### src/rtl/cache_line_ctrl.sv
// Cache line controller: multi-word line fill, dirty-victim write-back or write-through
// stores, CPU stall generation and saturating hit/miss statistics.
module cache_line_ctrl #(
    parameter int unsigned WORDS_PER_LINE = 8,
    parameter bit          WRITE_BACK     = 1'b1,
    parameter int unsigned CNT_WIDTH      = 16,
    parameter int unsigned IDX_W          = $clog2(WORDS_PER_LINE)
) (
    input  logic                 CLK,
    input  logic                 RST,
    input  logic                 req,
    input  logic                 we,
    input  logic                 hit,
    input  logic                 miss,
    input  logic                 dirty,
    input  logic                 mem_ack,
    output logic                 mem_req,
    output logic                 mem_we,
    output logic [IDX_W-1:0]     mem_word_idx,
    output logic                 update,
    output logic                 set_dirty,
    output logic                 clr_dirty,
    output logic                 pc_stall,
    output logic [CNT_WIDTH-1:0] hit_count,
    output logic [CNT_WIDTH-1:0] miss_count
);

    typedef enum logic [2:0] {
        ST_LOOKUP    = 3'd0,
        ST_WRITEBACK = 3'd1,
        ST_FILL      = 3'd2,
        ST_DONE      = 3'd3,
        ST_WT        = 3'd4
    } state_e;

    localparam logic [IDX_W-1:0]     LAST_IDX = IDX_W'(WORDS_PER_LINE - 1);
    localparam logic [CNT_WIDTH-1:0] CNT_MAX  = '1;

    state_e               state_q, state_d;
    logic [IDX_W-1:0]     cnt_q, cnt_d;
    logic                 store_q, store_d;
    logic [CNT_WIDTH-1:0] hit_q, hit_d;
    logic [CNT_WIDTH-1:0] miss_q, miss_d;
    logic                 hit_inc, miss_inc;

    always_ff @(posedge CLK) begin
        if (RST) begin
            state_q <= ST_LOOKUP;
            cnt_q   <= '0;
            store_q <= 1'b0;
            hit_q   <= '0;
            miss_q  <= '0;
        end else begin
            state_q <= state_d;
            cnt_q   <= cnt_d;
            store_q <= store_d;
            hit_q   <= hit_d;
            miss_q  <= miss_d;
        end
    end

    // Next-state and combinational outputs
    always_comb begin
        state_d      = state_q;
        cnt_d        = cnt_q;
        store_d      = store_q;
        hit_inc      = 1'b0;
        miss_inc     = 1'b0;
        mem_req      = 1'b0;
        mem_we       = 1'b0;
        mem_word_idx = '0;
        update       = 1'b0;
        set_dirty    = 1'b0;
        clr_dirty    = 1'b0;
        pc_stall     = 1'b0;

        case (state_q)
            ST_LOOKUP: begin
                if (req && hit) begin
                    hit_inc = 1'b1;
                    if (we) begin
                        if (WRITE_BACK) begin
                            set_dirty = 1'b1;
                        end else begin
                            pc_stall = 1'b1;
                            state_d  = ST_WT;
                        end
                    end
                end else if (req && miss) begin
                    pc_stall = 1'b1;
                    miss_inc = 1'b1;
                    store_d  = we;
                    state_d  = (WRITE_BACK && dirty) ? ST_WRITEBACK : ST_FILL;
                end
            end
            ST_WRITEBACK: begin
                mem_req      = 1'b1;
                mem_we       = 1'b1;
                pc_stall     = 1'b1;
                mem_word_idx = cnt_q;
                if (mem_ack) begin
                    if (cnt_q == LAST_IDX) begin
                        cnt_d   = '0;
                        state_d = ST_FILL;
                    end else begin
                        cnt_d = cnt_q + IDX_W'(1);
                    end
                end
            end
            ST_FILL: begin
                mem_req      = 1'b1;
                pc_stall     = 1'b1;
                mem_word_idx = cnt_q;
                if (mem_ack) begin
                    update = 1'b1;
                    if (cnt_q == LAST_IDX) begin
                        cnt_d     = '0;
                        clr_dirty = 1'b1;
                        state_d   = ST_DONE;
                    end else begin
                        cnt_d = cnt_q + IDX_W'(1);
                    end
                end
            end
            ST_DONE: begin
                pc_stall = 1'b1;
                state_d  = ST_LOOKUP;
                if (store_q) begin
                    if (WRITE_BACK) begin
                        set_dirty = 1'b1;
                    end else begin
                        state_d = ST_WT;
                    end
                end
            end
            ST_WT: begin
                mem_req  = 1'b1;
                mem_we   = 1'b1;
                pc_stall = 1'b1;
                if (mem_ack) begin
                    store_d = 1'b0;
                    state_d = ST_LOOKUP;
                end
            end
            default: begin
                state_d = ST_LOOKUP;
                cnt_d   = '0;
                store_d = 1'b0;
            end
        endcase
    end

    // Saturating statistics
    always_comb begin
        hit_d  = hit_q;
        miss_d = miss_q;
        if (hit_inc && (hit_q != CNT_MAX)) begin
            hit_d = hit_q + CNT_WIDTH'(1);
        end
        if (miss_inc && (miss_q != CNT_MAX)) begin
            miss_d = miss_q + CNT_WIDTH'(1);
        end
    end

    assign hit_count  = hit_q;
    assign miss_count = miss_q;

endmodule

### config.mk
export PLATFORM = sky130hd
export DESIGN_NAME = cache_line_ctrl
export DESIGN_NICKNAME = d
export VERILOG_FILES = /design/src/rtl/cache_line_ctrl.sv
export SDC_FILE = /design/constraint.sdc
export NUM_CORES = 1
export LEC_CHECK = 0
export CAP_MARGIN = 20
export CORE_AREA = 3 3 89 91
export CTS_CLUSTER_DIAMETER = 40
export DETAILED_ROUTE_END_ITERATION = 8
export DIE_AREA = 0 0 92 94
export PLACE_DENSITY = 0.61
export SYNTH_ARGS = -nofsm -noshare
export SYNTH_HDL_FRONTEND = slang
export SYNTH_SLANG_ARGS = --single-unit
### constraint.sdc
create_clock -name CLK -period 2.3 [get_ports CLK]
set_input_delay 0.46 -clock CLK [delete_from_list [all_inputs] [get_ports CLK]]
set_output_delay 0.46 -clock CLK [all_outputs]
set_load 0.01 [all_outputs]
==> results.md <==
Flow run:
- The number of max-cap violations is 0.

Critical path:
- Counting both buffers and inverters, the worst setup path holds a total of 2.
- The standard cell with the maximum stage delay on the critical path is sky130_fd_sc_hd__or4_4.
- Traced cell by cell, the critical path runs through clkdlybuf4s50_1 -> nand4b_1 -> buf_4 -> or4_4 -> or4_1 -> a21oi_2.
- For this run, the slowest stage of the critical path takes 550 ps.
- STA puts the critical path data required time at 2540 ps.
- In this design, the largest share of critical-path delay is due to simple AND/OR/NAND/NOR gates.
- By startpoint and endpoint, the worst setup path is classified as input pin to register.
- The maximum net fanout on the critical path is 4.
- The startpoint kind of the worst setup timing path is an input pin.
- Data arrives at the worst endpoint at 2440 ps.
- The nature of the critical path endpoint is a register.

Floorplan:
- The die height is 94 um.
- The initial standard-cell utilization of the core is 29.4%.
- The core outline area is 7210 um^2.
- 49 I/O pins were placed.
- The floorplan step defined a die boundary enclosing 8650 um^2.
- Row generation in the floorplan step produced 31 rows.
- From left edge to right edge, the die measures 92 um.

Synthesis:
- Sorting the synthesized cells by how often they occur yields sky130_fd_sc_hd__dfxtp_1, sky130_fd_sc_hd__a21oi_1, sky130_fd_sc_hd__nand2_1, sky130_fd_sc_hd__nor2_1, sky130_fd_sc_hd__nand3_1.
- The synthesized area divided by synthesized cell count is 8.33 um^2.
- The net count after synthesis is 272.
- The count of flip-flops with a built-in enable after synthesis is 0.
- The most frequently used cell type in the post-synthesis netlist is sky130_fd_sc_hd__dfxtp_1.
- The number of warning messages in the yosys log is 0.
- After synthesis, the netlist uses 41 different library cells.
- The mapped netlist covers 2120 um^2.
- In the post-synthesis netlist, the biggest area contributors are sky130_fd_sc_hd__dfxtp_1, sky130_fd_sc_hd__a21oi_1, sky130_fd_sc_hd__ha_1.
- Of the synthesized area, sequential elements account for 35.8%.
- Synthesis inferred 38 register bits.
- The dominant synthesized flop cell is sky130_fd_sc_hd__dfxtp_1.
- The fraction of registers with async set/reset is 0%.
- The number of standard cells after synthesis is 255.
- The share of synthesized area in the top cell type comes to 35.8%.
- Summed over all instances, the cell type with the most area after synthesis is sky130_fd_sc_hd__dfxtp_1.

STA:
- The number of pins exceeding their max-slew limit in the final report is 0.
- The worst-case headroom to the max-slew limit is 59.0%.
- At the pin with the least slew margin, the transition time is 610 ps.
- Summed over all failing endpoints, the final setup total negative slack is 0 ps.
- In the finished design, the share of the clock period the worst path needs comes to 95.7%.
- The worst setup skew after layout is 12.5 ps.
- The achievable clock frequency is 454 MHz.
- The number of hold-slack violations in the final timing report is 0.
- For the finished layout, the period the worst path requires is 2200 ps.
- The number of setup violations in the final report is 0.

Clock network:
- The longest clock path from root to sink contains 2 buffers.
- The number of buffers inserted during clock tree synthesis is 5.
- TritonCTS built the clock tree.
- The buffer type at the clock tree root is sky130_fd_sc_hd__clkbuf_8.
- The insertion delay to the later sink of the worst-skew pair is 300 ps.
- Clock-pin slew was measured on the worst setup and hold paths at 90 ps.
- The number of clock sinks seen by CTS is 38.
- Hold repair after CTS inserted 0 buffers.
- In this run the number of H-tree levels came out at 2.

Finish:
- The share of cells above drive strength 1 is 15.7%.
- The final instance count without filler cells is 418.
- The repair_antennas step left the layout with diodes totalling 0.
- Relative to the synthesized area, the layout overhead comes to 41.6%.
- At the end of the flow, the number of nets in the layout was 335.

Global route:
- The first global-routing pass estimated 9.93 mm of wire.
- Entering global routing, the biggest net connects 46 pins.
- The number of antenna violations at the first check in global routing is 0.
- The total global-route track usage is 13.8%.
- The number of global-route vias before repair is 2077.
- After global routing the overflow that remains totals 0.

Power:
- Summed over all cells, the static leakage comes to 1.01 nW.
- Dividing total power by cell area gives a power density of 687 nW/um^2.
- Overall power consumption after layout is estimated at 0.00207 W.
- Across the VDD grid, the largest voltage drop is 0.446 mV.

Detailed routing:
- The detail-routed net length per standard cell is 13.4 um.
- Using the TritonRoute via totals, the vias-per-cell ratio works out to 5.19.
- The aggregate routed wire length is 5.59 mm.
- The first detailed-routing pass ran for 4 iterations.
- The number of vias after detailed routing is 2169.
- The first routing iteration left 139 violations.
- For this run, design rule violations remaining after detail routing come to 0.
- The detail route stage leaves a number of antenna-violating nets equal to 0.

Place:
- The number of buffers inserted by port buffering is 48.
- Routability-driven placement finished with a final weighted congestion of 0.754.
- The cell count after placement is 408.
- The detailed placer's ending HPWL is 4.01 mm.

Min path:
- The worst hold path belongs to the class register to register.

Run status:
- The flow ran to the end, and the final reports show no timing, DRC or antenna violations.
==> power breakdown <==
| part | switching [W] | internal (W) |
|---|---|---|
| Sequential | 0.0000464 | 0.000700 |
| Clock | 0.000253 | 0.000435 |
| Combinational | 0.000309 | 0.000322 |
| Total | 0.000609 | 0.00146 |
==> flip-flops by register name (all words and copies together), names as in the netlist <==
signal,flops
hit_count,16
miss_count,16
state_q,2
store_q,1
cnt_q,3
==> area by class of cell <==
type                    instances  area (um^2)
clock buffers                   5         68.8
well taps                      99          124
clock inverters                 3         68.8
inverters                       8         32.5
fillers                       753         4210
repair buffers                 66          623
multi-input cells             199         1330
flip-flops and latches         38          764
==> worst paths after layout <==
path	startpoint	endpoint	slack, ps	cells after the start
setup reg to reg	state_q[1]	miss_count[13]	120	7
hold / removal	cnt_q[2]	cnt_q[2]	490	2
hold reg to reg	cnt_q[2]	cnt_q[2]	490	2
setup / recovery	miss	miss_count[13]	100	6
==> worst reg2reg max path, cell delays in order (launching register included) <==
cell and delay, ps:
sky130_fd_sc_hd__dfxtp_2 350, sky130_fd_sc_hd__inv_2 130, sky130_fd_sc_hd__ha_4 180, sky130_fd_sc_hd__nand4b_1 120
sky130_fd_sc_hd__buf_4 160, sky130_fd_sc_hd__or4_4 550, sky130_fd_sc_hd__or4_1 510, sky130_fd_sc_hd__a21oi_2 140
==> per-layer routing <==
metal  routed length, um  track usage [%]  vias to the layer above
li1                    -                -                     1099
met1                2730             18.7                     1031
met2                2610             21.8                       37
met3                 240             3.77                        2
met4                  14             2.97                        0
met5                   0                0                        -
==> what timing repair did <==
action / 4_1_cts / 5_1_grt
resized for setup: 11 / 5
endpoints found under the setup margin: 5 / 7
endpoints found under the hold margin: 0 / 0
buffers inserted: 2 / 0
==> logic make-up (layout without fill, tap and decap cells) <==
family                     after synthesis  count (layout)  synth area share [%]
AOI/OAI and AO/OA                       53              53                  15.4
adders and majority gates                9               9                  5.30
buffers and inverters                   18              82                  3.36
DFF                                     38              38                  35.8
muxes                                   10              10                  5.13
and+or+nand+nor                        127             127                  34.9
==> placed cells by master, fill, tap and decap left out, types with 2 or more instances in the layout <==
cell type and count:
sky130_fd_sc_hd__buf_4 17, sky130_fd_sc_hd__and4_1 2, sky130_fd_sc_hd__ha_1 7, sky130_fd_sc_hd__nand4_1 8, sky130_fd_sc_hd__nor2_1 17, sky130_fd_sc_hd__dfxtp_1 35, sky130_fd_sc_hd__o311ai_0 2, sky130_fd_sc_hd__o31ai_1 13
sky130_fd_sc_hd__nand3b_1 2, sky130_fd_sc_hd__dfxtp_2 3, sky130_fd_sc_hd__ha_4 2, sky130_fd_sc_hd__mux2i_1 3, sky130_fd_sc_hd__clkbuf_8 5, sky130_fd_sc_hd__or3_1 6, sky130_fd_sc_hd__bufinv_16 2, sky130_fd_sc_hd__clkdlybuf4s50_1 44
sky130_fd_sc_hd__mux2_2 7, sky130_fd_sc_hd__and2_1 4, sky130_fd_sc_hd__nand4_2 3, sky130_fd_sc_hd__and3_1 2, sky130_fd_sc_hd__nor3_1 9, sky130_fd_sc_hd__nor2b_1 8, sky130_fd_sc_hd__dlygate4sd2_1 4, sky130_fd_sc_hd__inv_1 6
sky130_fd_sc_hd__o21ai_0 5, sky130_fd_sc_hd__nand3_1 15, sky130_fd_sc_hd__nor4_1 9, sky130_fd_sc_hd__and4b_1 2, sky130_fd_sc_hd__a21oi_1 26, sky130_fd_sc_hd__o41ai_1 2, sky130_fd_sc_hd__nand2_1 18, sky130_fd_sc_hd__or4_1 12
==> per-stage QoR <==
stage / worst slack [ps] / hold slack [ps] / utilization [%] / instance area, um^2
after global routing: -7.46 / 532 / 41.7 / 3010
after detailed placement: -168 / 481 / 39.1 / 2820
after global placement: -155 / 470 / 39.1 / 2820
final: 98.5 / 493 / 41.7 / 3010
after floorplan: 259 / 449 / - / 2120
after CTS: 19.6 / 496 / 41.5 / 3000
Power figures use the tool's default switching activity.
